`config.mk`:
```
export PLATFORM = sky130hd
export DESIGN_NAME = traceback_unit
export DESIGN_NICKNAME = d
export VERILOG_FILES = /design/src/rtl/design_variables.sv /design/src/rtl/tb_coord_step.sv /design/src/rtl/traceback_unit.sv
export SDC_FILE = /design/constraint.sdc
export NUM_CORES = 1
export LEC_CHECK = 0
export BUFFER_PORTS_ARGS = -buffer_cell sky130_fd_sc_hd__buf_2
export CORE_MARGIN = 2
export CORE_UTILIZATION = 40
export CTS_CLUSTER_DIAMETER = 60
export CTS_CLUSTER_SIZE = 14
export DETAILED_ROUTE_END_ITERATION = 7
export GPL_TIMING_DRIVEN = 1
export PLACE_DENSITY = 0.71
export SYNTH_ARGS = -nofsm -noshare
export SYNTH_HDL_FRONTEND = slang
export SYNTH_SLANG_ARGS = --single-unit
```
`constraint.sdc`:
```
create_clock -name clk -period 5.5 [get_ports clk]
set_input_delay 0 -clock clk [delete_from_list [all_inputs] [get_ports clk]]
set_output_delay 0 -clock clk [all_outputs]
set_load 0.1 [all_outputs]
```
`src/rtl/design_variables.sv`:
```
// ---------------------------------------------------------------------------
// design_variables
// Shared types and constants for the traceback datapath.
//   tb_dir_t  : direction code stored per matrix cell (STOP/DIAG/UP/LEFT)
//   tb_op_t   : alignment operation emitted per traceback step
//   TB_STATE  : traceback FSM states
//   MAX_STEPS : hard bound on the number of traceback steps
// ---------------------------------------------------------------------------
package design_variables;

    localparam int MAX_STEPS  = 63;
    localparam int STEP_CNT_W = 6;

    typedef enum logic [1:0] {
        DIR_STOP = 2'b00,
        DIR_DIAG = 2'b01,
        DIR_UP   = 2'b10,
        DIR_LEFT = 2'b11
    } tb_dir_t;

    typedef enum logic [1:0] {
        TB_OP_MATCH = 2'd0,
        TB_OP_DEL   = 2'd1,
        TB_OP_INS   = 2'd2
    } tb_op_t;

    typedef enum logic [1:0] {
        IDLE,
        READ,
        STEP,
        DONE
    } TB_STATE;

endpackage

```
`src/rtl/tb_coord_step.sv`:
```
// ---------------------------------------------------------------------------
// tb_coord_step
// Combinational single-step decoder for the traceback walk. Given the current
// cell coordinate and its direction code it produces the predecessor cell,
// the alignment op for this step, whether an op is emitted at all, and
// whether the walk ends after this step.
// Ports:
//   row, col        in   current cell coordinate
//   dir             in   direction code of the current cell
//   step_row/col    out  coordinate of the next cell to visit
//   step_op         out  alignment op for this step
//   emit            out  an op is produced by this step
//   terminate       out  walk ends after this step
// ---------------------------------------------------------------------------
module tb_coord_step
    import design_variables::*;
#(
    parameter int ROW_BITS_WIDTH = 5,
    parameter int COL_BITS_WIDTH = 5
) (
    input  logic [ROW_BITS_WIDTH-1:0] row,
    input  logic [COL_BITS_WIDTH-1:0] col,
    input  logic [1:0]                dir,
    output logic [ROW_BITS_WIDTH-1:0] step_row,
    output logic [COL_BITS_WIDTH-1:0] step_col,
    output logic [1:0]                step_op,
    output logic                      emit,
    output logic                      terminate
);

    // Moves toward index 0 are only taken when the relevant index is
    // non-zero, so the decrements below can never wrap.
    always_comb begin
        step_row  = row;
        step_col  = col;
        step_op   = TB_OP_MATCH;
        emit      = 1'b0;
        terminate = 1'b1;
        case (dir)
            DIR_DIAG: begin
                step_op = TB_OP_MATCH;
                emit    = 1'b1;
                if (row != '0 && col != '0) begin
                    terminate = 1'b0;
                    step_row  = row - 1'b1;
                    step_col  = col - 1'b1;
                end
            end
            DIR_UP: begin
                step_op = TB_OP_DEL;
                emit    = 1'b1;
                if (row != '0) begin
                    terminate = 1'b0;
                    step_row  = row - 1'b1;
                end
            end
            DIR_LEFT: begin
                step_op = TB_OP_INS;
                emit    = 1'b1;
                if (col != '0) begin
                    terminate = 1'b0;
                    step_col  = col - 1'b1;
                end
            end
            default: begin
                emit      = 1'b0;
                terminate = 1'b1;
            end
        endcase
    end

endmodule

```
`src/rtl/traceback_unit.sv`:
```
// ---------------------------------------------------------------------------
// traceback_unit
// Walks the scored matrix backward from the maximum-score cell, one cell every
// two cycles (READ then STEP), emitting one alignment op per step, and pulses
// finished when the walk ends.
// Ports:
//   clk, rst            single clock, synchronous active-high reset
//   en_traceback        traceback window; dropping it mid-walk aborts
//   start_of_traceback  one-cycle start pulse
//   max_row/max_col     coordinate of the maximum cell
//   max_score           maximum score; zero means nothing to trace
//   mem_dir             direction of the cell addressed last cycle
//   next_row/next_col   current traceback address
//   op_valid, op        registered op strobe and op code
//   finished            one-cycle completion pulse
//   path_len            ops emitted since start (TB_PATH_LEN_EN only)
// Configuration macro: TB_PATH_LEN_EN
// ---------------------------------------------------------------------------
module traceback_unit
    import design_variables::*;
#(
    parameter int ROW_BITS_WIDTH = 5,
    parameter int COL_BITS_WIDTH = 5,
    parameter int SCORE_W        = 8,
    parameter int MAX_STEPS      = design_variables::MAX_STEPS
) (
    input  logic                      clk,
    input  logic                      rst,
    input  logic                      en_traceback,
    input  logic                      start_of_traceback,
    input  logic [ROW_BITS_WIDTH-1:0] max_row,
    input  logic [COL_BITS_WIDTH-1:0] max_col,
    input  logic [SCORE_W-1:0]        max_score,
    input  logic [1:0]                mem_dir,
    output logic [ROW_BITS_WIDTH-1:0] next_row,
    output logic [COL_BITS_WIDTH-1:0] next_col,
    output logic                      op_valid,
    output logic [1:0]                op,
    output logic                      finished
`ifdef TB_PATH_LEN_EN
    ,
    output logic [5:0]                path_len
`endif
);

    TB_STATE state, state_next;

    logic [ROW_BITS_WIDTH-1:0] row_d;
    logic [COL_BITS_WIDTH-1:0] col_d;
    logic [1:0]                op_d;
    logic                      op_valid_d;
    logic                      finished_d;
    logic [STEP_CNT_W-1:0]     step_cnt, step_cnt_d, step_cnt_inc;

    logic [ROW_BITS_WIDTH-1:0] cs_row;
    logic [COL_BITS_WIDTH-1:0] cs_col;
    logic [1:0]                cs_op;
    logic                      cs_emit;
    logic                      cs_term;

    tb_coord_step #(
        .ROW_BITS_WIDTH (ROW_BITS_WIDTH),
        .COL_BITS_WIDTH (COL_BITS_WIDTH)
    ) u_coord_step (
        .row       (next_row),
        .col       (next_col),
        .dir       (mem_dir),
        .step_row  (cs_row),
        .step_col  (cs_col),
        .step_op   (cs_op),
        .emit      (cs_emit),
        .terminate (cs_term)
    );

    always_ff @(posedge clk) begin
        if (rst) begin
            state    <= IDLE;
            next_row <= '0;
            next_col <= '0;
            op       <= '0;
            op_valid <= 1'b0;
            finished <= 1'b0;
            step_cnt <= '0;
        end else begin
            state    <= state_next;
            next_row <= row_d;
            next_col <= col_d;
            op       <= op_d;
            op_valid <= op_valid_d;
            finished <= finished_d;
            step_cnt <= step_cnt_d;
        end
    end

    // Losing en_traceback in READ or STEP drops straight back to IDLE
    // without an op or a finished pulse. The step counter saturates so the
    // MAX_STEPS bound can always be detected.
    always_comb begin
        state_next   = state;
        row_d        = next_row;
        col_d        = next_col;
        op_d         = op;
        op_valid_d   = 1'b0;
        step_cnt_d   = step_cnt;
        step_cnt_inc = (step_cnt == STEP_CNT_W'(MAX_STEPS)) ? step_cnt
                                                            : step_cnt + 1'b1;
        case (state)
            IDLE: begin
                if (start_of_traceback && en_traceback) begin
                    row_d      = max_row;
                    col_d      = max_col;
                    step_cnt_d = '0;
                    state_next = (max_score == '0) ? DONE : READ;
                end
            end
            READ: begin
                state_next = en_traceback ? STEP : IDLE;
            end
            STEP: begin
                if (!en_traceback) begin
                    state_next = IDLE;
                end else if (!cs_emit) begin
                    state_next = DONE;
                end else begin
                    op_valid_d = 1'b1;
                    op_d       = cs_op;
                    row_d      = cs_row;
                    col_d      = cs_col;
                    step_cnt_d = step_cnt_inc;
                    state_next = (cs_term || step_cnt_inc == STEP_CNT_W'(MAX_STEPS))
                                 ? DONE : READ;
                end
            end
            DONE: begin
                state_next = IDLE;
            end
            default: begin
                state_next = IDLE;
            end
        endcase
        finished_d = (state_next == DONE);
    end

`ifdef TB_PATH_LEN_EN
    // Every emitted op bumps the step counter, so it doubles as the length.
    assign path_len = step_cnt;
`endif

endmodule
```
==> qor.yml <==
wl_met2_um: 1440
vias_per_cell: 5.87
highest_layer: "met4"
cp_cell_sequence: "inv_1 > ha_1 > or4b_1 > a21oi_1 > or2_1 > o221a_1"
slew_headroom: 0.445
worstSetupPathType: "reg2reg"
crit_buf_inv: 1
fmax_mhz: 435
synth_area_leader_cell: "dfxtp_1"
fin_nets: 240
hpwlAfterDp_um: 2490
cts_buffer_depth: 2
path_delay_family: "compound AO/OA/AOI/OAI gates"
crit_path_max_fanout: 12
routedWlPerCell_um: 13.5
n_antenna_cell: 0
async_flop_share: 0
multi_input_area_sq_um: 913
tns_ns: 0
synth_fp_nets: 206
synthCells: 177
die_w_um: 64.1
gp_congestion: 0.796
cts_tree: "done"
hold_path.class: "in2reg"
synthesis.area_sq_mm: 0.00144
antenna_found_initial: 0
cp.required_ns: 5.77
start_kind: "flip-flop"
yosysSeqAreaShare: 0.305
max_cap_violations: 0
first_global_vias: 1337
wl_met3_um: 232
drv_slew: 0
setup-violations-final: 0
vias: 1502
cts_resized: 0
outcome: "completed"
synth-edff-count: 0
die_h_um: 64.1
crit_slowest_cell: "a21oi_1"
coreArea_sq_mm: 0.00339
seqCellArea_sq_um: 440
floorplan.initialDensity: 0.426
boundaryPins: 38
rsz0062_at_grt: "no"
die_area_sq_mm: 0.00410
tightest_slew_ns: 0.833
worstPathArrival_ns: 2.56
avgSynthCellArea_sq_um: 8.15
clockRootBuffer: "clkbuf_4"
ys_types: 58
skew_ns: 0.00186
endpoint_kind: "flip-flop"
reg2reg_to: "next_col[0]"
clk_latency_ns: 0.31
ys_ff_latch: 22
wirelength_um: 3460
drt_iter0_drc: 79
overflow: 0
ir_worst_vdd_uv: 114
r2r_cells: 6
hold_depth: 3
postCtsSetupBuffers: 0
ys.flop_type: "dfxtp_1"
hold_ws_ns: 0.0118
hold_viol_final: 0
min_to: "next_row[4]"
grt_usage: 0.178
grt_max_degree: 24
fill_cells: 329
rows: 21
io_buffers: 37
power_density_mw_per_mm2: 213
cts.hold.buffers_added: 4
fin_crit_ns: 2.30
drc: 0
r2r-start: "next_col[0]"
synthTopCellsByArea: "dfxtp_1 31%, nor2_1 5.2%, ha_1 4.3%"
slowest_delay_ns: 0.68
met1_length_um: 1760
drive_above_1_share: 0.219
path_clk_slew_ns: 0.13
cts_buffers: 3
area_delta_synth_final_pct: 17.8
min_from: "max_row[4]"
clock-sinks: 22
yosys_warnings: 0
leakage_uw: 0.000677
ant_nets: 0
min_period_over_period: 0.418
yosysTopAreaCellShare: 0.305
dr.pass1.iters: 4
regToRegSetupSlack_ns: 3.20
grt_pass1_wl_um: 5960
htreeDepth: 1
[through the flow]
step                      utilization  cells  instance area [sq um]  total power (uW)  setup WS [ns]
final                           0.501    256                   1700               361           3.20
after global routing            0.501    256                   1700               376           3.01
after CTS                       0.501    256                   1700               362           3.24
after detailed placement        0.479    248                   1620               269           3.29
after global placement          0.479    248                   1620               269           3.32
after floorplan                     -    177                   1440               248           2.99
[layout make-up]
cell class | instances | area share
Multi-Input combinational cell | 136 | 0.538
Sequential cell | 22 | 0.259
Timing Repair Buffer | 41 | 0.133
Tap cell | 46 | 0.0339
Clock buffer | 4 | 0.0214
Inverter | 7 | 0.0155
[how the worst max path moves through the flow]
stage                      from     endpoint  slack, ns  depth (start not counted)
floorplan           next_col[0]  next_col[0]       2.99                          6
global placement    next_col[0]  next_col[0]       3.32                          6
detailed placement  next_col[0]  next_col[0]       3.29                          6
CTS                 next_col[0]  next_col[0]       3.24                          6
global route        next_col[1]  next_col[1]       3.01                          6
finish              next_col[0]  next_col[0]       3.20                          6
[where the power goes]
part,internal [uW],switching (uW),leakage (uW)
clock network,40.4,52.4,0.0000210
registers,165,6.04,0.000179
logic,31.1,66.7,0.000477
[per-layer routing]
layer  GRT usage  up-vias
li1            -      751
met1       0.256      701
met2       0.270       48
met3      0.0264        2
met4      0.0571        0
met5           0        -
[cell usage in the layout, fill, tap and decap left out, types with 3 or more instances in the layout]
cell type      netlist  layout
nand3_1              7       7
dfxtp_1             22      22
ha_1                 5       5
nor4_1               4       4
o311ai_0             3       3
inv_1                7       7
nor3_1               5       5
clkbuf_4             0       3
o21ai_0              6       6
nand2b_1             4       4
dlygate4sd3_1        0       4
o31ai_1              5       5
a211oi_1             3       3
nor2_1              20      20
o32ai_1              4       4
a21oi_1             10      10
nand3b_1             3       3
nand2_1              8       8
buf_2                2      37
[registers in the layout, summed over array words and instances, names as in the netlist]
| signal | count |
|---|---|
| next_col | 5 |
| state | 2 |
| next_row | 5 |
| finished | 1 |
| step_cnt | 6 |
| op | 2 |
| op_valid | 1 |
[worst reg2reg max path, cell delays in order, from the launching register on]
cell     delay [ns]
dfxtp_1        0.36
inv_1          0.09
ha_1           0.16
or4b_1         0.46
a21oi_1        0.68
or2_1          0.30
o221a_1        0.20
[synth_stat cells (all sizes together) (2+ instances only)]
cell type,count
and3,2
a22oi,2
a2111oi,2
o32ai,4
nand3b,3
or4,2
nand3,7
a31oi,2
a2bb2oi,2
nor2,21
nand2,8
a311o,2
or4b,2
nand2b,4
nor3,5
clkbuf,7
nor4b,2
a32oi,2
o311ai,4
nand4,2
or3,2
o21ai,6
nor4,4
dfxtp,22
a21oi,10
o31ai,5
inv,7
xnor2,2
a211oi,3
buf,5
ha,5
[cells by family after synthesis]
| kind of cell | count (synthesis) | share of synthesized area |
|---|---|---|
| simple gates | 71 | 0.276 |
| compound gates | 56 | 0.287 |
| flops | 22 | 0.305 |
| buf+inv | 19 | 0.0616 |
| fa+ha+maj | 5 | 0.0434 |
| xor+xnor | 2 | 0.0121 |
| mux | 2 | 0.0147 |
No activity file was read; power rests on OpenSTA's default activity.
